<file path="src/rtl/spi_ram_arbiter.sv">
// Shares a single-port sync RAM between decoded SPI command words and a host port.
// Round-robin grant; SPI RAM ops wait in a one-entry buffer, read data returns to the issuer.
module spi_ram_arbiter #(
  parameter int ADDR_SIZE = 8,
  parameter int MEM_DEPTH = 256
) (
  input  logic                 clk,
  input  logic                 rst,
  input  logic [9:0]           rx_data,
  input  logic                 rx_valid,
  output logic [7:0]           tx_data,
  output logic                 tx_valid,
  input  logic                 host_req,
  input  logic                 host_we,
  input  logic [ADDR_SIZE-1:0] host_addr,
  input  logic [7:0]           host_wdata,
  output logic                 host_gnt,
  output logic [7:0]           host_rdata,
  output logic                 host_rvalid,
  output logic                 ram_en,
  output logic                 ram_we,
  output logic [ADDR_SIZE-1:0] ram_addr,
  output logic [7:0]           ram_din,
  input  logic [7:0]           ram_dout,
  output logic                 spi_overrun
);

  if (MEM_DEPTH != (1 << ADDR_SIZE)) begin : g_depth_check
    $error("MEM_DEPTH must equal 2**ADDR_SIZE");
  end

  typedef enum logic [1:0] {IDLE, ACCESS, RESP} state_t;

  state_t                 state, next_state;
  logic                   last_gnt;
  logic                   pend_vld, pend_we;
  logic [ADDR_SIZE-1:0]   pend_addr;
  logic [7:0]             pend_data;
  logic [ADDR_SIZE-1:0]   wr_addr, rd_addr;
  logic                   cur_host, cur_we;
  logic                   grant_spi, grant_host;

  logic [1:0]             cmd;
  logic [7:0]             payload;
  logic                   spi_op, accept;

  assign cmd     = rx_data[9:8];
  assign payload = rx_data[7:0];
  assign spi_op  = rx_valid && cmd[0];
  // A slot freed by this cycle's grant can take the incoming word directly.
  assign accept  = spi_op && (!pend_vld || grant_spi);

  always_ff @(posedge clk) begin
    if (rst) state <= IDLE;
    else     state <= next_state;
  end

  always_comb begin
    next_state = state;
    grant_spi  = 1'b0;
    grant_host = 1'b0;
    ram_en     = 1'b0;
    ram_we     = 1'b0;
    host_gnt   = 1'b0;
    case (state)
      IDLE: begin
        // On a tie the side that did not win last time goes first.
        if (pend_vld && (!host_req || last_gnt)) grant_spi = 1'b1;
        else if (host_req)                       grant_host = 1'b1;
        if (grant_spi || grant_host) next_state = ACCESS;
      end
      ACCESS: begin
        ram_en     = 1'b1;
        ram_we     = cur_we;
        host_gnt   = cur_host;
        next_state = cur_we ? IDLE : RESP;
      end
      RESP:    next_state = IDLE;
      default: next_state = IDLE;
    endcase
  end

  always_ff @(posedge clk) begin
    if (rst) begin
      last_gnt    <= 1'b1;
      pend_vld    <= 1'b0;
      pend_we     <= 1'b0;
      pend_addr   <= '0;
      pend_data   <= '0;
      wr_addr     <= '0;
      rd_addr     <= '0;
      cur_host    <= 1'b0;
      cur_we      <= 1'b0;
      ram_addr    <= '0;
      ram_din     <= '0;
      tx_data     <= '0;
      tx_valid    <= 1'b0;
      host_rdata  <= '0;
      host_rvalid <= 1'b0;
      spi_overrun <= 1'b0;
    end else begin
      if (rx_valid && cmd == 2'b00) wr_addr <= ADDR_SIZE'(payload);
      if (rx_valid && cmd == 2'b10) rd_addr <= ADDR_SIZE'(payload);

      if (accept) begin
        pend_vld  <= 1'b1;
        pend_we   <= ~cmd[1];
        pend_addr <= cmd[1] ? rd_addr : wr_addr;
        pend_data <= payload;
      end else if (grant_spi) begin
        pend_vld <= 1'b0;
      end
      if (spi_op && !accept) spi_overrun <= 1'b1;

      if (grant_spi) begin
        cur_host <= 1'b0;
        cur_we   <= pend_we;
        ram_addr <= pend_addr;
        if (pend_we) ram_din <= pend_data;
        last_gnt <= 1'b0;
      end else if (grant_host) begin
        cur_host <= 1'b1;
        cur_we   <= host_we;
        ram_addr <= host_addr;
        if (host_we) ram_din <= host_wdata;
        last_gnt <= 1'b1;
      end

      tx_valid    <= 1'b0;
      host_rvalid <= 1'b0;
      if (state == RESP) begin
        if (cur_host) begin
          host_rdata  <= ram_dout;
          host_rvalid <= 1'b1;
        end else begin
          tx_data  <= ram_dout;
          tx_valid <= 1'b1;
        end
      end
    end
  end

endmodule
</file>
<file path="config.mk">
export PLATFORM = sky130hd
export DESIGN_NAME = spi_ram_arbiter
export DESIGN_NICKNAME = d
export VERILOG_FILES = /design/src/rtl/spi_ram_arbiter.sv
export SDC_FILE = /design/constraint.sdc
export NUM_CORES = 1
export LEC_CHECK = 0
export CAP_MARGIN = 40
export CORE_MARGIN = 1
export CORE_UTILIZATION = 25
export CTS_BUF_LIST = sky130_fd_sc_hd__clkbuf_8
export DETAILED_ROUTE_END_ITERATION = 10
export GPL_ROUTABILITY_DRIVEN = 0
export PLACE_DENSITY_LB_ADDON = 0.3
export SYNTH_ARGS = -nofsm -noshare
export SYNTH_HDL_FRONTEND = slang
export SYNTH_SLANG_ARGS = --single-unit
</file>
<file path="constraint.sdc">
create_clock -name clk -period 2 [get_ports clk]
set_clock_uncertainty 0.2 [all_clocks]
set_input_delay 0.3 -clock clk [delete_from_list [all_inputs] [get_ports clk]]
set_output_delay 0.3 -clock clk [all_outputs]
set_load 0.005 [all_outputs]
</file>
Yosys cells after proc, flatten, opt, wreduce, memory -nomap -nowiden
Cells that the tools add are included.
- shifts and indexed selects: 0
- $lt $le $gt $ge: 0
- divide/modulo/power cells: 0
- eq/ne operators: 5
- multiply operators: 0
- multiplexer cells: 28
- $add $sub $neg: 0
- bitwise gates (word level): 3
- reduce and logical (&&, ||, !) cells: 22
- operators by type and width (kind ; number):
    $mux W8 ; 7
    $mux W1 ; 18
    $logic_and A1 B1 Y1 ; 6
    $reduce_bool A2 Y1 ; 3
    $eq A2 B2 Y1 const B ; 2
    $logic_not A2 Y1 ; 2
    $mux W2 ; 2
    $ne A2 B2 Y1 const B ; 2
    $pmux W2 S2 ; 1
    $reduce_and A2 Y1 ; 2
    $reduce_or A2 Y1 ; 2
    $logic_not A1 Y1 ; 3
    $logic_or A1 B1 Y1 ; 3
    $not A1 Y1 ; 3
    $reduce_and A3 Y1 ; 1
    $eq A2 B1 Y1 const B ; 1
- bits in latches: 0
- memory bits (writable): 0
- logic and storage cells: 75
- memories: 0
- bits in read-only memories: 0
- input port bits: 39
- bits in registers: 74

Longest topological paths before layout
Gate-level depths: netlist of run 1.
- depth after elaboration: 10
- depth in mapped cells: 7

Least setup slack after synthesis of run 1
No wires, ideal clock.
- path type: register to register
- start: reg state[0]
- end: reg ram_din[0]
- cell stages (with the launch flop): 6
- setup time: 0.100 ns
- setup slack: 0.332 ns
- data arrival time: 1.368 ns
- data required time: 1.700 ns
- cells stage by stage: dfxtp_1 -> nor2_8 -> nand4_4 -> and2_4 -> buf_6 -> a2111oi_4
- longest elaborated chain between the ends: 4
- RTL lines (what ; RTL line ; RTL):
    start, declared ; 34 ; state_t state, next_state;
    start signal, assigned ; 55 ; else state <= next_state;
    $logic_not A2 Y1 * ; 65 ; case (state)
    $mux W1 ; 65 ;
    $ne A2 B2 Y1 (no line) / $reduce_bool A2 Y1 (equally long branches) ; -- ;
    $reduce_and A3 Y1 (no line) ; -- ;
    end signal, assigned ; 119 ; if (pend_we) ram_din <= pend_data;
    end signal, assigned ; 125 ; if (host_we) ram_din <= host_wdata;
    end, declared ; 23 ; output logic [7:0] ram_din,
Every way passes the cells marked *; elsewhere a longest branch is shown, timed or not.
A chain may end at the register's enable or synchronous reset.

Final worst setup path of run 1
- start: reg state[0]
- end: out ram_en
- longest elaborated chain between the ends: 2
- RTL lines (what ; RTL line ; RTL):
    $eq A2 B1 Y1 ; 65 ;
    $mux W1 ; 65 ;
    end, declared ; 20 ; output logic ram_en,
Every way passes these cells.

==> impl_metrics.py, run 1 <==
metrics = {
    "outcome": {
        "status": "finished, violations left",
        "violations_in_the_final_reports": "DRC",
    },
    "synthesis": {
        "muxShareOfSynthArea_pct": 13.16,
        "yosys.cell_types.count": 30,
        "compound_gate_fraction_of_synth_area_pct": 15.87,
        "seq_area_frac_synth_pct": 48.68,
        "synth_area_per_cell_um2": 9.912,
        "synthesis.instances": 307,
        "ys.warnings.count": 0,
        "combinational_family_with_the_most_area_after_synthesis": "simple AND/OR/NAND/NOR gates",
        "dominantRegCellSynth": "sky130_fd_sc_hd__dfxtp_1",
        "synthXorXnorAreaFrac_pct": 0,
        "syn-cell-area_um2": 3043,
        "synth_edf_count": 0,
        "synthAdderAreaFrac_pct": 0,
        "ys_async_sr_fraction_pct": 0,
        "synth_fp_nets": 346,
        "synth_simple_gate_area_share_pct": 18.13,
        "ys_ff_latch": 74,
    },
    "clock_network": {
        "cts.hold.buffers_added": 0,
        "cts_root_buf": "sky130_fd_sc_hd__clkbuf_8",
        "cts.reportedPaths.clkPinSlew_ns": 0.07,
        "cts.sink_count": 74,
        "clk_latency_ns": 0.34,
        "clock_tree_from_tritoncts": "yes",
        "maximum_root_to_sink_buffer_count": 2,
        "clock_buffer_count_from_cts": 9,
        "cts_max_level": 3,
    },
    "sta": {
        "timing.final.max_slew_violations": 0,
        "final.min_clock_period_ns": 1.930,
        "rsz0062_at_grt": "no",
        "finalSetupViolations": 0,
        "slew_headroom_pct": 52.11,
        "max_clock_freq_mhz": 518.2,
        "tightestPinTransition_ns": 0.7184,
        "finalCritPeriodShare_pct": 96.48,
        "hold_violations": 0,
        "final.hold.worst_slack_ns": 0.2433,
        "fin_ws_ns": 0.07036,
    },
    "power_and_ir_drop": {
        "power.switching_fraction_pct": 25.29,
        "power.share.combinational_pct": 15.4,
        "internal-power_mw": 2.428,
        "p_clk_share_pct": 35.4,
        "net-switching-power_mw": 0.8218,
        "power_frac_seq_pct": 49.2,
        "p_per_area_nw_per_um2": 759.9,
        "power.static_leakage_nw": 1.659,
        "power.ir.vdd_worst_uv": 345.7,
    },
    "floorplan": {
        "std_cell_rows": 39,
        "design.die.area_um2": 12620,
        "floorplan.core_area_um2": 11660,
        "start_util_pct": 26.09,
        "design.portCount": 77,
        "die_width_um": 112.3,
        "die_h_um": 112.3,
    },
    "place": {
        "numPortBuffers": 76,
        "dp_cells": 521,
        "hpwl_um": 5541,
        "detailedPlace.worstSlack_ns": -0.02040,
    },
    "job": {
        "cap_violations": 0,
    },
    "setup_path": {
        "timing.critical_path.fanout_max": 3,
        "worst-endpoint-arrival_ns": 1.43,
        "critPathRequiredTime_ns": 1.50,
        "regToRegStartpoint": "state[1]",
        "timing.critical_path.to_type": "output pin",
        "r2r_end": "ram_din[0]",
        "timing.reg2reg.worst_path_depth": 5,
        "cp-start-kind": "flop",
        "timing.setup.critical_path_class": "flop to output pin",
        "minimum_setup_slack_among_reg_to_reg_paths_ns": 0.28,
    },
    "hold_path": {
        "timing.hold.worst_endpoint": "state[1]",
        "number_of_cells_on_the_worst_hold_path": 1,
        "holdCritStartpoint": "cur_we",
        "min_path_type": "flop to flop",
    },
    "global_route": {
        "globalRouteTotalUtil_pct": 12.61,
        "antenna_found_initial": 0,
        "grt-ovfl-total": 0,
        "grt_start_max_net_pins": 28,
        "vias_in_the_first_global_route": 2474,
        "wire_length_of_the_first_global_routing_pass_um": 12480,
    },
    "detailed_routing": {
        "routed_wirelength_um": 7512,
        "detail-route-antenna-nets": 0,
        "detail_route.drc_violations": 7,
        "avgViaCountPerCell": 4.517,
        "post_drt_wl_per_cell_um": 13.91,
        "detailroute.via_count": 2439,
        "detail_route.iter0.violations": 131,
        "dr.pass1.iters": 7,
    },
    "finish": {
        "syn_to_final_growth_pct": 40.54,
        "count_of_inserted_antenna_diode_cells": 0,
        "final_cell_count_no_fill": 540,
        "post_route_cells_drive_above_1_share_pct": 12.85,
        "finalNetCount": 431,
    },
}
==> layer usage <==
layer | vias to the layer above | track usage, % | share of wire, %
li1 | 1232 | - | -
met1 | 1152 | 17.34 | 51
met2 | 49 | 18.51 | 43
met3 | 6 | 4.104 | 5.5
met4 | 0 | 4.267 | 0.99
met5 | - | 0 | 0
==> worst max path at each step <==
stage | startpoint | end | slack, ns | cells past startpoint
6_report | state[0] | ram_en | 0.07 | 3
2_1_floorplan | state[0] | ram_din[0] | 0.33 | 5
3_3_place_gp | host_req | ram_din[7] | 0.03 | 5
3_5_place_dp | host_req | ram_din[0] | -0.02 | 5
5_1_grt | state[0] | ram_en | 0.01 | 3
4_1_cts | state[1] | ram_en | 0.03 | 3
==> synthesized netlist by cell type (2+ instances only) <==
cell type | n | area [µm²]
sky130_fd_sc_hd__nor2_1 | 75 | 281.5
sky130_fd_sc_hd__dfxtp_1 | 74 | 1481
sky130_fd_sc_hd__mux2i_1 | 40 | 400.4
sky130_fd_sc_hd__a21oi_1 | 21 | 105.1
sky130_fd_sc_hd__nand3_1 | 10 | 50.05
sky130_fd_sc_hd__a211oi_1 | 9 | 67.56
sky130_fd_sc_hd__o21ai_0 | 9 | 45.04
sky130_fd_sc_hd__a2111oi_4 | 8 | 220.2
sky130_fd_sc_hd__buf_2 | 8 | 40.04
sky130_fd_sc_hd__clkbuf_1 | 8 | 30.03
sky130_fd_sc_hd__inv_1 | 8 | 30.03
sky130_fd_sc_hd__nor4_1 | 8 | 50.05
sky130_fd_sc_hd__and2_1 | 3 | 18.77
sky130_fd_sc_hd__nand2_1 | 3 | 11.26
sky130_fd_sc_hd__nor3b_1 | 3 | 22.52
sky130_fd_sc_hd__buf_1 | 2 | 7.510
sky130_fd_sc_hd__nand2b_1 | 2 | 12.51
sky130_fd_sc_hd__nand3b_1 | 2 | 15.01
sky130_fd_sc_hd__nand4_4 | 2 | 42.54
sky130_fd_sc_hd__nor2b_1 | 2 | 12.51
==> worst max-delay path, stage by stage, from the launching register on <==
cell	delay, ns
sky130_fd_sc_hd__dfxtp_1	0.34
sky130_fd_sc_hd__nor2b_4	0.16
sky130_fd_sc_hd__buf_4	0.11
sky130_fd_sc_hd__clkdlybuf4s50_1	0.50
==> metrics by stage <==
step                setup TNS [ns]  total power [mW]  utilization (%)  area (µm²)
floorplan                        0             1.877                -        3043
global placement                 0             2.119            34.72        4049
detailed placement        -0.03981             2.128            34.72        4049
CTS                              0             3.290            36.54        4262
global route                     0             3.411            36.67        4277
finish                           0             3.250            36.67        4277
==> power by group through the flow <==
stage	combinational (mW)	clock, mW	sequential (mW)
3_3_place_gp	0.487	0	1.63
6_report	0.501	1.15	1.60
4_1_cts	0.500	1.19	1.60
2_1_floorplan	0.251	0	1.63
5_1_grt	0.545	1.26	1.61
3_5_place_dp	0.495	0	1.63
==> cells by family (layout without fill, tap and decap cells) <==
family,Yosys count,in the layout
buffers and inverters,28,118
AO/OA/AOI/OAI,52,52
multiplexers,40,40
AND/OR/NAND/NOR,113,113
flip-flops,74,74
==> layout make-up <==
class | instances | area (µm²)
timing repair buffer | 94 | 938.4
inverter | 8 | 30.03
clock buffer | 10 | 137.6
tap | 143 | 178.9
multi-input combinational | 205 | 1448
fill | 1161 | 7386
sequential | 74 | 1485
clock inverter | 6 | 58.81
==> registers in the layout, indices dropped and copies added, names as in the netlist, 2 cells and up <==
signal,flops
rd_addr,8
pend_data,8
tx_data,8
ram_addr,8
host_rdata,8
ram_din,8
state,2
pend_addr,8
wr_addr,8
==> placed cells by master, fill, tap and decap left out, drive strengths merged <==
cell           instances
nor2                  77
dfxtp                 74
clkdlybuf4s50         73
mux2i                 40
a21oi                 21
buf                   19
nand3                 10
inv                   10
clkbuf                10
o21ai                  9
a211oi                 9
nor4                   8
a2111oi                8
and2                   4
nand2                  3
nor3b                  3
nand2b                 2
nand3b                 2
nand4                  2
dlygate4sd2            2
nor2b                  2
clkinv                 2
a21bo                  1
a21boi                 1
o21a                   1
a21o                   1
a311oi                 1
bufinv                 1
clkinvlp               1
==> what timing repair did <==
action / 4_1_cts / 5_1_grt
setup endpoints to repair: 3 / 1
buffers inserted: 1 / 2
resized for setup: 6 / 0
Power figures use the tool's default switching activity.
==> inputs of run 2 (changes only) <==
Clock period 2 ns to 2.43 ns, I/O delays scaled along.
==> run 2 against run 1 <==
Compared with the run above:
- the run still ends with DRC left
- clock power is 9% lower
- worst hold slack better by 0.023 ns
- sequential cell count stayed put
- sequential share of layout area is 0.89 points higher
- critical path depth stayed put
- routed wire length is 1.2% lower
- first-iteration DRC count is 35% lower
- largest power group unchanged
==> impl_metrics.py, run 2 (synthesis results as in run 1) <==
metrics = {
    "outcome": {
        "status": "finished, violations left",
        "violations_in_the_final_reports": "DRC",
    },
    "detailed_routing": {
        "detail_route.drc_violations": 7,
        "detail_route.iter0.violations": 85,
        "avgViaCountPerCell": 4.517,
        "detailroute.via_count": 2385,
        "wl_met3_um": 403,
        "top_layer_used": "met4",
        "post_drt_wl_per_cell_um": 14.05,
        "routed_wirelength_um": 7421,
        "dr.pass1.iters": 7,
        "detailroute.wirelength.met2_um": 3164,
        "wl_met1_um": 3778,
        "detail-route-antenna-nets": 0,
    },
    "sta": {
        "timing.final.max_slew_violations": 0,
        "max_clock_freq_mhz": 451.2,
        "totalNegativeSetupSlack_ns": 0,
        "slew_headroom_pct": 56.45,
        "final.min_clock_period_ns": 2.216,
        "tightestPinTransition_ns": 0.6513,
        "finalCritPeriodShare_pct": 91.21,
        "finalSetupViolations": 0,
        "rsz0062_at_grt": "no",
        "fin_ws_ns": 0.2135,
        "hold_violations": 0,
    },
    "power_and_ir_drop": {
        "power.static_leakage_nw": 1.575,
        "net-switching-power_mw": 0.6862,
        "power.ir.vdd_worst_uv": 219.0,
        "internal-power_mw": 2.060,
        "p_per_area_nw_per_um2": 659.8,
        "power.share.combinational_pct": 14.0,
        "power_frac_seq_pct": 48.0,
        "power.switching_fraction_pct": 24.98,
        "p_clk_share_pct": 38.1,
    },
    "finish": {
        "count_of_inserted_antenna_diode_cells": 0,
        "post_route_cells_drive_above_1_share_pct": 10.39,
        "mostFrequentLayoutCells": "sky130_fd_sc_hd__nor2_1 (75), sky130_fd_sc_hd__clkdlybuf4s50_1 (75), sky130_fd_sc_hd__dfxtp_1 (73)",
        "postLayoutCoreUtil_pct": 35.69,
        "finalNetCount": 419,
        "fin_area_um2": 4163,
        "syn_to_final_growth_pct": 36.80,
    },
    "global_route": {
        "wire_length_of_the_first_global_routing_pass_um": 11910,
        "grt-ovfl-total": 0,
        "grt_start_max_net_pins": 51,
        "globalRouteTotalUtil_pct": 12.17,
        "antenna_found_initial": 0,
        "vias_in_the_first_global_route": 2367,
    },
    "setup_path": {
        "timing.reg2reg.worst_path_depth": 4,
        "timing.critical_path.fanout_max": 4,
        "timing.setup.critical_path_class": "flop to output pin",
        "critPathSlowestCell": "sky130_fd_sc_hd__clkdlybuf4s50_1",
        "regToRegStartpoint": "last_gnt",
        "critical-path-max-stage-delay_ns": 0.50,
        "path_cells": "nor2b_1, and2_1, clkdlybuf4s50_1",
        "r2r_end": "ram_din[5]",
        "timing.critical_path.to_type": "output pin",
        "minimum_setup_slack_among_reg_to_reg_paths_ns": 0.72,
        "cp-start-kind": "flop",
        "worst-endpoint-arrival_ns": 1.65,
        "critPathRequiredTime_ns": 1.87,
    },
    "clock_network": {
        "maximum_root_to_sink_buffer_count": 2,
        "cts.sink_count": 74,
        "cts_max_level": 3,
        "clock_buffer_count_from_cts": 9,
        "cts.hold.buffers_added": 0,
        "cts_root_buf": "sky130_fd_sc_hd__clkbuf_8",
        "clk_latency_ns": 0.34,
        "cts.reportedPaths.clkPinSlew_ns": 0.08,
        "clock_tree_from_tritoncts": "yes",
    },
    "place": {
        "hpwl_um": 5439,
        "numPortBuffers": 76,
        "postPlaceCellArea_um2": 3944,
        "detailedPlace.worstSlack_ns": 0.2720,
    },
    "floorplan": {
        "std_cell_rows": 39,
        "die_width_um": 112.3,
        "die_h_um": 112.3,
        "design.portCount": 77,
        "floorplan.core_area_um2": 11660,
        "start_util_pct": 26.09,
        "design.die.area_um2": 12620,
    },
    "hold_path": {
        "holdCritStartpoint": "cur_we",
        "number_of_cells_on_the_worst_hold_path": 1,
        "min_path_type": "flop to flop",
        "timing.hold.worst_endpoint": "state[1]",
    },
    "job": {
        "cap_violations": 0,
    },
}
-- run 2: changes by cell type in the layout (fill, tap and decap cells not counted), sizes merged, moves of 2 or more --
| cell | previous run | this run |
|---|---|---|
| buf | 19 | 7 |
| clkdlybuf4s50 | 73 | 75 |
| dlygate4sd2 | 2 | 0 |
| inv | 10 | 8 |
-- run 2: critical path: cells and delay by family, from the launching register on --
family / cells / cell delay, ns
buffers and inverters: 1 / 0.50
flip-flops: 1 / 0.41
AND/OR/NAND/NOR: 2 / 0.39
-- run 2: how the worst max path moves through the flow --
stage / start / to / slack (ns) / cells after the start
after floorplan: state[0] / ram_din[0] / 0.76 / 5
after global placement: host_req / ram_din[4] / 0.31 / 5
after detailed placement: host_req / ram_din[6] / 0.27 / 5
after CTS: state[0] / ram_we / 0.08 / 3
after global routing: state[0] / ram_we / 0.07 / 3
final: state[0] / ram_we / 0.21 / 3
-- run 2: metal layers --
| metal | up-vias | global-route usage (%) |
|---|---|---|
| li1 | 1212 | - |
| met1 | 1113 | 16.76 |
| met2 | 55 | 17.68 |
| met3 | 5 | 4.050 |
| met4 | 0 | 4.267 |
| met5 | - | 0 |
-- run 2: cell type report --
type | count | area [µm²]
Clock buffer | 9 | 123.9
Clock inverter | 7 | 93.84
Fill cell | 1163 | 7500
Inverter | 8 | 30.03
Multi-Input combinational cell | 205 | 1440
Sequential cell | 74 | 1483
Tap cell | 143 | 178.9
Timing Repair Buffer | 82 | 813.3
-- run 2: per-stage QoR --
stage / instances / power, mW / hold WS [ns]
after CTS: 528 / 2.802 / 0.2676
after global routing: 528 / 2.884 / 0.2936
after floorplan: 307 / 1.545 / 0.2123
after detailed placement: 512 / 1.734 / 0.2675
after global placement: 512 / 1.726 / 0.2525
final: 528 / 2.747 / 0.2665
-- run 2: power by group through the flow --
stage / clock network, mW / registers (mW) / logic [mW]
detailed placement: 0 / 1.35 / 0.388
CTS: 1.09 / 1.32 / 0.389
floorplan: 0 / 1.34 / 0.207
global placement: 0 / 1.34 / 0.381
finish: 1.05 / 1.32 / 0.383
global route: 1.14 / 1.33 / 0.420
-- run 2: what timing repair did --
action | CTS | global route
endpoints found under the setup margin | 0 | 2
resized for setup | 0 | 1
buffers inserted | 0 | 0
==> inputs of run 3 (changes only) <==
Settings changed: CTS_CLUSTER_DIAMETER set to 60, GPL_TIMING_DRIVEN set to 0.
==> run 3 against run 2 <==
Compared with the run above:
- the flow still finishes with violations (DRC)
- highest routed layer unchanged
- sequential power about the same
- power up 1.9%
- routed wire length up 4.3%
- register-to-register slack worse by 0.13 ns
- worst setup slack worse by 0.067 ns
- global-route usage up 0.63 points
- clock-buffer cell count unchanged
- largest power group unchanged
- utilization up 0.32 points
- via count up 3.4%
- largest cell class unchanged
- cell count up 2.5%
- clock power up 4%
- critical path depth unchanged
==> impl_metrics.py, run 3 (synthesis results as in run 1) <==
metrics = {
    "outcome": {
        "status": "finished, violations left",
        "violations_in_the_final_reports": "DRC",
    },
    "finish": {
        "multiInputGateArea_um2": 1438,
        "count_of_inserted_antenna_diode_cells": 0,
        "postLayoutCoreUtil_pct": 36.02,
        "filler_cell_count": 1208,
        "final_cell_count_no_fill": 541,
        "finalNetCount": 432,
        "register_area_um2": 1481,
        "post_route_cells_drive_above_1_share_pct": 10.55,
        "mostFrequentLayoutCells": "sky130_fd_sc_hd__nor2_1 (75), sky130_fd_sc_hd__clkdlybuf4s50_1 (75), sky130_fd_sc_hd__dfxtp_1 (74)",
        "syn_to_final_growth_pct": 38.03,
    },
    "power_and_ir_drop": {
        "power.share.combinational_pct": 13.9,
        "power.static_leakage_nw": 1.586,
        "p_clk_share_pct": 39.1,
        "p_per_area_nw_per_um2": 666.5,
        "internal-power_mw": 2.072,
        "post-layout-total-power_mw": 2.799,
        "power.ir.vdd_worst_uv": 247.1,
        "net-switching-power_mw": 0.7273,
        "power.switching_fraction_pct": 25.98,
        "power_frac_seq_pct": 47.0,
    },
    "global_route": {
        "wire_length_of_the_first_global_routing_pass_um": 12590,
        "globalRouteTotalUtil_pct": 12.80,
        "grt-ovfl-total": 0,
        "vias_in_the_first_global_route": 2478,
        "grt_start_max_net_pins": 15,
        "antenna_found_initial": 0,
    },
    "sta": {
        "tightestPinTransition_ns": 0.7779,
        "finalSetupViolations": 0,
        "timing.final.max_slew_violations": 0,
        "final.min_clock_period_ns": 2.283,
        "totalNegativeSetupSlack_ns": 0,
        "slew_headroom_pct": 48.14,
        "final.hold.worst_slack_ns": 0.2395,
        "hold_violations": 0,
        "rsz0062_at_grt": "no",
        "finalCritPeriodShare_pct": 93.95,
        "max_clock_freq_mhz": 438.0,
    },
    "clock_network": {
        "post-cts-setup-buffers": 0,
        "cts_root_buf": "sky130_fd_sc_hd__clkbuf_8",
        "clk_latency_ns": 0.35,
        "cts_max_level": 3,
        "cts.hold.buffers_added": 0,
        "cts.sink_count": 74,
        "clock_buffer_count_from_cts": 9,
        "maximum_root_to_sink_buffer_count": 2,
        "clock_tree_from_tritoncts": "yes",
        "cts.reportedPaths.clkPinSlew_ns": 0.09,
    },
    "hold_path": {
        "min_path_type": "flop to flop",
    },
    "detailed_routing": {
        "routed_wirelength_um": 7737,
        "detail_route.drc_violations": 7,
        "detail-route-antenna-nets": 0,
        "detailroute.via_count": 2466,
        "avgViaCountPerCell": 4.558,
        "post_drt_wl_per_cell_um": 14.30,
        "dr.pass1.iters": 7,
        "detail_route.iter0.violations": 91,
    },
    "setup_path": {
        "worst-endpoint-arrival_ns": 1.72,
        "timing.critical_path.to_type": "output pin",
        "cp-start-kind": "flop",
        "critPathRequiredTime_ns": 1.87,
        "timing.critical_path.fanout_max": 4,
        "timing.setup.critical_path_class": "flop to output pin",
    },
    "floorplan": {
        "std_cell_rows": 39,
        "design.die.area_um2": 12620,
        "die_h_um": 112.3,
        "design.portCount": 77,
        "start_util_pct": 26.09,
        "die_width_um": 112.3,
        "floorplan.core_area_um2": 11660,
    },
    "place": {
        "numPortBuffers": 75,
        "dp_cells": 525,
        "hpwl_um": 5782,
    },
    "job": {
        "cap_violations": 0,
    },
}
[run 3: final timing paths]
kind / start / endpoint / slack, ns / cells after the start
max: state[0] / ram_we / 0.15 / 3
min: cur_we / state[1] / 0.24 / 1
max reg2reg: state[0] / ram_din[0] / 0.59 / 5
min reg2reg: cur_we / state[1] / 0.24 / 1
[run 3: cell type report]
cell class | instances | area share, %
flip-flops and latches | 74 | 35.27
multi-input cells | 205 | 34.23
plain buffers | 20 | 2.294
repair buffers | 75 | 17.87
clock inverters | 7 | 2.413
clock buffers | 9 | 2.949
well taps | 143 | 4.260
inverters | 8 | 0.7149
[run 3: what timing repair did]
| action | CTS | global route |
|---|---|---|
| hold endpoints to repair | 0 | 0 |
| gates resized for setup | 0 | 1 |
| endpoints found under the setup margin | 0 | 2 |
[run 3: per-layer routing]
metal | GRT usage (%) | part of all wire [%] | routed length (µm)
met5 | 0 | 0 | 0
met4 | 4.267 | 1.1 | 82
met3 | 3.996 | 5.7 | 441
met2 | 20.21 | 44 | 3378
met1 | 16.57 | 50 | 3834
[run 3: metrics by stage]
step	instance area, µm²	setup WS, ns
floorplan	3043	0.7624
global placement	3973	0.06115
detailed placement	3973	0.02471
CTS	4198	0.07570
global route	4200	0.01842
finish	4200	0.1469
[run 3: power groups by stage]
stage,clock (mW),sequential [mW],combinational (mW)
after CTS,1.13,1.32,0.395
after global placement,0,1.34,0.388
after detailed placement,0,1.34,0.393
final,1.09,1.32,0.390
after global routing,1.18,1.32,0.426
after floorplan,0,1.34,0.207
[run 3: critical path, cell delays in order (launching register included)]
cell	delay, ns
sky130_fd_sc_hd__dfxtp_1	0.46
sky130_fd_sc_hd__nor2b_2	0.24
sky130_fd_sc_hd__and2_1	0.15
sky130_fd_sc_hd__clkdlybuf4s50_1	0.52
==> edit 1 (settings of run 1) <==
Encoding of `state_t`: now one-hot (3 bits for 3 states).
--- a/src/rtl/spi_ram_arbiter.sv
+++ b/src/rtl/spi_ram_arbiter.sv
@@ -30,5 +30,5 @@
   end
 
-  typedef enum logic [1:0] {IDLE, ACCESS, RESP} state_t;
+  typedef enum logic [2:0] {IDLE = 3'b001, ACCESS = 3'b010, RESP = 3'b100} state_t;
 
   state_t                 state, next_state;
Formal check against the unedited RTL: no difference found for any inputs over 10 cycles, from zero or initial values and one cycle with rst high; not proved beyond that.
==> edit 1 against run 1 <==
- the flow finishes with violations (design-rule violations, negative setup slack)
- global-route usage is 0.92 points higher
- routed wire length increased by 7.3%
- via count is 8.7% higher
- sequential cell count increased by 1
- total power rose by 4.9%
- sequential share of layout area shrank 0.13 points
- worst setup slack got worse by 0.12 ns
- area after synthesis shrank 2.4%
- final cell count rose by 5.2%
- clock power rose by 10%
- combinational power up 4.8%
- design area up 1.6%
- synthesized cell count up 4.6%
- non-clock buffer count grew 16
- largest cell class unchanged
- highest routed layer unchanged
==> edit 1: results (changes against run 1) <==
The post-route setup TNS came out at -0.118 ns (-0.118 ns). The run gives 0.135 (+0.00920) as the overall global routing resource usage. The cell count of the worst reg-to-reg path works out to 5 (unchanged). The share of post-route cells with drive strength above 1 works out to 0.172 (+0.0433). Mean instance size in the synthesized netlist: 9.25 um^2 (-6.7%). The wire length of the first global-routing pass was 13100 um (+4.9%); the cell area after placement was 0.00404 mm^2 (-0.34%).

In the post-synthesis netlist, the biggest area contributors are sky130_fd_sc_hd__dfxtp_1 (51%), sky130_fd_sc_hd__mux2i_1 (11%), sky130_fd_sc_hd__a21oi_1 (7.9%). The tools report the post-detailed-placement half-perimeter wirelength as 5710 um (+3.0%). The checks that failed: design-rule violations, negative setup slack. The per-cell routed wire length came out at 14.2 um (+2.0%). On the critical path, the stage with the largest delay is an instance of sky130_fd_sc_hd__or3b_4. The tools report the standby leakage power as 1.59 nW (-3.9%). The run gives 544 (+4.4%) as the count of placed standard cells including taps. Peak fanout along the critical path: 2 (-1).

The tools report the count of warnings emitted by yosys as 0 (unchanged). The number of endpoints failing setup at the final stage is 3 (+3), and the clock transition time at the flip-flop clock pins of the worst setup and hold paths is 0.08 ns. The number of DRC violations after detailed routing was 6 (-1). Most instantiated flip-flop cell in the synthesis netlist: sky130_fd_sc_hd__dfxtp_1. The logs give 360 (+4.0%) for the synthesized netlist net count and 1.55 ns (+0.12 ns) for the critical path arrival.

CTS placed an instance of sky130_fd_sc_hd__clkbuf_8 at the clock tree root. The pin count of the biggest net entering global routing came out at 36 (+29%). The tools report the number of nets in the layout as 459 (+6.5%).

The number of stages on the worst hold path was 2 (+1). The number of buffers created by CTS is 9 (unchanged), and the largest voltage drop on the vdd net is 0.317 mV (-8.4%). The flow ran to the end, but the final reports show violations. The routed wire length was 8060 um (+7.3%); the number of iterations in the first detailed-routing pass was 7 (unchanged). For the worst-skew pair, the clock arrives at the later sink with an insertion delay of 0.35 ns. The transition time of the tightest slew-check pin came out at 0.686 ns (-0.0323 ns). The total via count in the routed design was 2652 (+8.7%).

The startpoint of the lowest-slack hold path was ram_addr[7]. The tools report the register-to-register setup slack as 0.03 ns (-0.25 ns). The largest incremental delay on the critical path came out at 0.39 ns (-0.11 ns). The fraction of the yosys area taken by sequential cells came out at 0.506 (+0.0188).

For the number of buffers on the longest clock path, the log shows 2 (unchanged). The commonest cells after synthesis are sky130_fd_sc_hd__dfxtp_1 (75), sky130_fd_sc_hd__a21oi_1 (47), sky130_fd_sc_hd__nand2_1 (43). The worst slack after detailed placement was -0.316 ns (-0.295 ns). The total of buffers placed on input and output ports was 76 (unchanged). The async set-reset flop share out of synthesis is 0 (unchanged). The tools report the internal power of the cells as 2.55 mW (+5.0%). Number of distinct library cells after synthesis: 33 (+10%).

Cell family with the largest share of critical-path delay: simple AND/OR/NAND/NOR gates. The final worst-path setup slack is -0.0485 ns (-0.119 ns). The endpoint identified for the worst register-to-register timing path is ram_din[6].

Number of violations reported at the end of detailed-routing iteration 0: 125 (-4.6%). The worst register-to-register path begins at state[2]. For hold timing, the worst endpoint is ram_addr[7].
==> edit 1: stage by stage <==
| step | hold WS (ns) | power (mW) |
|---|---|---|
| 2_1_floorplan | 0.227 | 1.90 |
| 6_report | 0.257 | 3.41 |
| 4_1_cts | 0.251 | 3.44 |
| 3_5_place_dp | 0.249 | 2.15 |
| 3_3_place_gp | 0.243 | 2.15 |
| 5_1_grt | 0.277 | 3.57 |
==> edit 1: final cells by class <==
type	count	area, um^2
tap	143	179
clock inverter	7	92.6
inverter	2	7.51
sequential	75	1500
clock buffer	9	124
timing repair buffer	110	1060
fill	1191	7170
multi-input combinational	222	1380
==> edit 1: timing repair <==
action / CTS / global route
gates cloned: 0 / 1
setup buffers: 6 / 1
hold endpoints to repair: 0 / 0
resized for setup: 19 / 6
pin swaps: 3 / 0
endpoints found under the setup margin: 19 / 15
==> edit 1: cell families (layout without fill, tap and decap cells) <==
family          Yosys count  in the layout  share of synthesized area
simple gates             97             97                      0.152
mux                      32             32                      0.108
flops                    75             75                      0.506
buf+inv                  24            128                     0.0346
compound gates           93             93                      0.200
==> edit 1: worst reg2reg max path: stages (launching register included) <==
cell and delay, ns:
sky130_fd_sc_hd__dfxtp_2 0.33, sky130_fd_sc_hd__or3b_1 0.44, sky130_fd_sc_hd__or4_4 0.47, sky130_fd_sc_hd__buf_12 0.16, sky130_fd_sc_hd__a31oi_1 0.20, sky130_fd_sc_hd__a211oi_2 0.07
==> edit 1: worst max-delay path by stage <==
| stage | from | slack [ns] | to | cells past startpoint |
|---|---|---|---|---|
| finish | state[2] | -0.05 | ram_we | 6 |
| global route | state[2] | -0.12 | host_gnt | 6 |
| CTS | state[2] | -0.07 | ram_we | 6 |
| detailed placement | host_req | -0.32 | ram_din[6] | 5 |
| global placement | host_req | -0.28 | ram_din[2] | 5 |
| floorplan | state[2] | -0.17 | ram_din[0] | 7 |
==> edit 1: power by group through the flow <==
stage	combinational, mW	clock, mW	sequential, mW
6_report	0.525	1.27	1.61
3_3_place_gp	0.500	0	1.65
5_1_grt	0.572	1.37	1.62
3_5_place_dp	0.505	0	1.65
2_1_floorplan	0.257	0	1.64
4_1_cts	0.521	1.31	1.61
==> edit 1: metal layers <==
| metal | share of wire | global-route usage | vias up |
|---|---|---|---|
| li1 | - | - | 1345 |
| met1 | 0.47 | 0.170 | 1239 |
| met2 | 0.47 | 0.217 | 52 |
| met3 | 0.033 | 0.0262 | 16 |
| met4 | 0.026 | 0.0776 | 0 |
| met5 | 0 | 0 | - |
==> edit 2 (config.mk and constraints of run 1) <==
Made on the original files. Put one more register stage on the output `spi_overrun`, with the module's reset. The value now appears one clock later. The other outputs are not delayed to match.
--- a/src/rtl/spi_ram_arbiter.sv
+++ b/src/rtl/spi_ram_arbiter.sv
@@ -25,4 +25,6 @@
   output logic                 spi_overrun
 );
+
+  logic spi_overrun_s0;
 
   if (MEM_DEPTH != (1 << ADDR_SIZE)) begin : g_depth_check
@@ -98,5 +100,5 @@
       host_rdata  <= '0;
       host_rvalid <= 1'b0;
-      spi_overrun <= 1'b0;
+      spi_overrun_s0 <= 1'b0;
     end else begin
       if (rx_valid && cmd == 2'b00) wr_addr <= ADDR_SIZE'(payload);
@@ -111,5 +113,5 @@
         pend_vld <= 1'b0;
       end
-      if (spi_op && !accept) spi_overrun <= 1'b1;
+      if (spi_op && !accept) spi_overrun_s0 <= 1'b1;
 
       if (grant_spi) begin
@@ -141,3 +143,11 @@
   end
 
+  always_ff @(posedge clk) begin
+    if (rst) begin
+      spi_overrun <= '0;
+    end else begin
+      spi_overrun <= spi_overrun_s0;
+    end
+  end
+
 endmodule
Formal check against the unedited RTL: not equivalent (a bounded check fails within 4 cycles, from zero or initial values and one cycle with rst high).
==> edit 2 against run 1 <==
- sequential cell count up 1
- worst setup slack improved by 0.10 ns
- total power decreased by 2.3%
- first-iteration DRC count down 4.6%
- die area increased by 0.89%
- via count increased by 0.45%
- sequential share of layout area is 0.73 points higher
- utilization decreased by 1.3 points
- area after synthesis up 0.90%
- routed wire length is 5.0% lower
- design area is 0.64% lower
- largest cell class unchanged
- largest power group unchanged
==> edit 2: results (changes against run 1) <==
The worst slack after detailed placement came out at 0.0155 ns (+0.0359 ns). The logs give 4 (-3) for the number of iterations in the first detailed-routing pass and 1.33 ns (-0.10 ns) for the critical path arrival. The flow ran to the end, and the final reports show no timing, DRC or antenna violations. The global-route track usage on met3 came out at 0.0434 (+0.00235). The total of fill cells in the finished design was 1228 (+5.8%). The tools report the wire length of the first global-routing pass as 11800 um (-5.7%).

The worst-case hold slack is 0.225 ns (-0.0186 ns). The tools report the number of buffers created by CTS as 9 (unchanged). The tools report the number of distinct library cells after synthesis as 30 (unchanged).

For this run, the slowest stage of the critical path takes 0.51 ns. The via count of the first global-routing pass came out at 2436 (-1.5%). For the synthesized netlist net count, the log shows 348 (+0.58%).

Per-cell routed wire length: 13.2 um (-5.4%). The tools report the startpoint of the lowest-slack hold path as rst. The share of post-route cells with drive strength above 1 came out at 0.127 (-0.00188). Post-detailed-placement half-perimeter wirelength: 5130 um (-7.4%).

By area the synthesized netlist is led by sky130_fd_sc_hd__dfxtp_1 (49%), sky130_fd_sc_hd__mux2i_1 (13%), sky130_fd_sc_hd__nor2_1 (9.2%). The transition time of the tightest slew-check pin was 0.401 ns (-0.318 ns); the gate count after technology mapping was 309 (+0.65%). The count of placed standard cells including taps came out at 525 (+0.77%).

The launching instance or port of the critical path was state[1]. The tools report the routed wire length as 7140 um (-5.0%). The logs give 0.144 (-0.0294) for the met1 layer usage reported by global route and 0.172 ns (+0.102 ns) for the final worst-path setup slack. The standby leakage power was 1.65 nW (-0.69%); the via density per instance was 4.52 (about the same).

The run gives 0.193 (+0.00750) as the met2 capacity usage during global routing. The pin count of the biggest net entering global routing is 76 (+170%). The largest voltage drop on the vdd net was 0.328 mV (-5.2%); the number of violations reported at the end of detailed-routing iteration 0 was 125 (-4.6%). The number of antenna cells inserted is 0 (unchanged), and the peak fanout along the critical path is 4 (+1). The number of buffers on the longest clock path was 2 (unchanged). The clock transition time at the flip-flop clock pins of the worst setup and hold paths was 0.09 ns (+0.02 ns).

Overall global routing resource usage: 0.118 (-0.00817). The cell area after placement came out at 0.00404 mm^2 (-0.22%). The tightest min-delay check is of the in -> reg type. Of all cell types, the one taking the most synthesized area is sky130_fd_sc_hd__dfxtp_1.

The logs give 0 (unchanged) for the count of warnings emitted by yosys and 429 (-0.46%) for the number of nets in the layout. The commonest cells after synthesis are sky130_fd_sc_hd__dfxtp_1 (75), sky130_fd_sc_hd__nor2_1 (75), sky130_fd_sc_hd__mux2i_1 (40). The fraction of the yosys area taken by sequential cells came out at 0.489 (+0.00216). The root buffer cell chosen for the clock tree is sky130_fd_sc_hd__clkbuf_8. Number of buffers inserted for hold repair after clock tree synthesis: 0 (unchanged).
edit 2: cell count changes after synthesis, sizes merged:
cell / before / now
nor2b: 2 / 3
dfxtp: 74 / 75
edit 2: what timing repair did:
item                                   CTS  global route
endpoints found under the hold margin    0             0
setup endpoints to repair                2             2
resized for setup                        4             3
setup buffers                            0             1
gates cloned                             0             0
edit 2: kinds of logic after synthesis:
kind of cell,after synthesis,synth area share
AOI/OAI and AO/OA,52,0.157
muxes,40,0.130
DFF,75,0.489
and+or+nand+nor,114,0.182
buffers and inverters,28,0.0416
edit 2: path summary, 6_finish.rpt:
kind / endpoint / cells after the start
max reg2reg: ram_din[5] / 5
max: ram_en / 2
min: tx_data[3] / 3
min reg2reg: state[1] / 1
edit 2: worst register-to-register path, stage by stage (launching register included):
cell and delay, ns:
sky130_fd_sc_hd__dfxtp_4 0.36, sky130_fd_sc_hd__buf_4 0.15, sky130_fd_sc_hd__nor2_8 0.17, sky130_fd_sc_hd__nand4_4 0.12
sky130_fd_sc_hd__and2_4 0.25, sky130_fd_sc_hd__a2111oi_4 0.35
edit 2: report_power, final:
group          internal [mW]  switching, mW  total [mW]
registers               1.57         0.0444        1.61
clock network          0.469          0.610        1.08
logic                  0.264          0.219       0.482
total                   2.30          0.873        3.18
edit 2: layer usage:
metal | share of wire | up-vias
met2 | 0.47 | 51
met4 | 0.0077 | 0
met5 | 0 | -
met1 | 0.47 | 1161
li1 | - | 1234
met3 | 0.054 | 4
edit 2: cell type report:
| cell class | instances | area [um^2] | share of cell area |
|---|---|---|---|
| repair buffers | 90 | 891 | 0.210 |
| multi-input cells | 206 | 1450 | 0.342 |
| clock inverters | 7 | 60.1 | 0.0141 |
| clock buffers | 9 | 124 | 0.0292 |
| flip-flops and latches | 75 | 1510 | 0.355 |
| well taps | 147 | 184 | 0.0433 |
| inverters | 8 | 30.0 | 0.00707 |
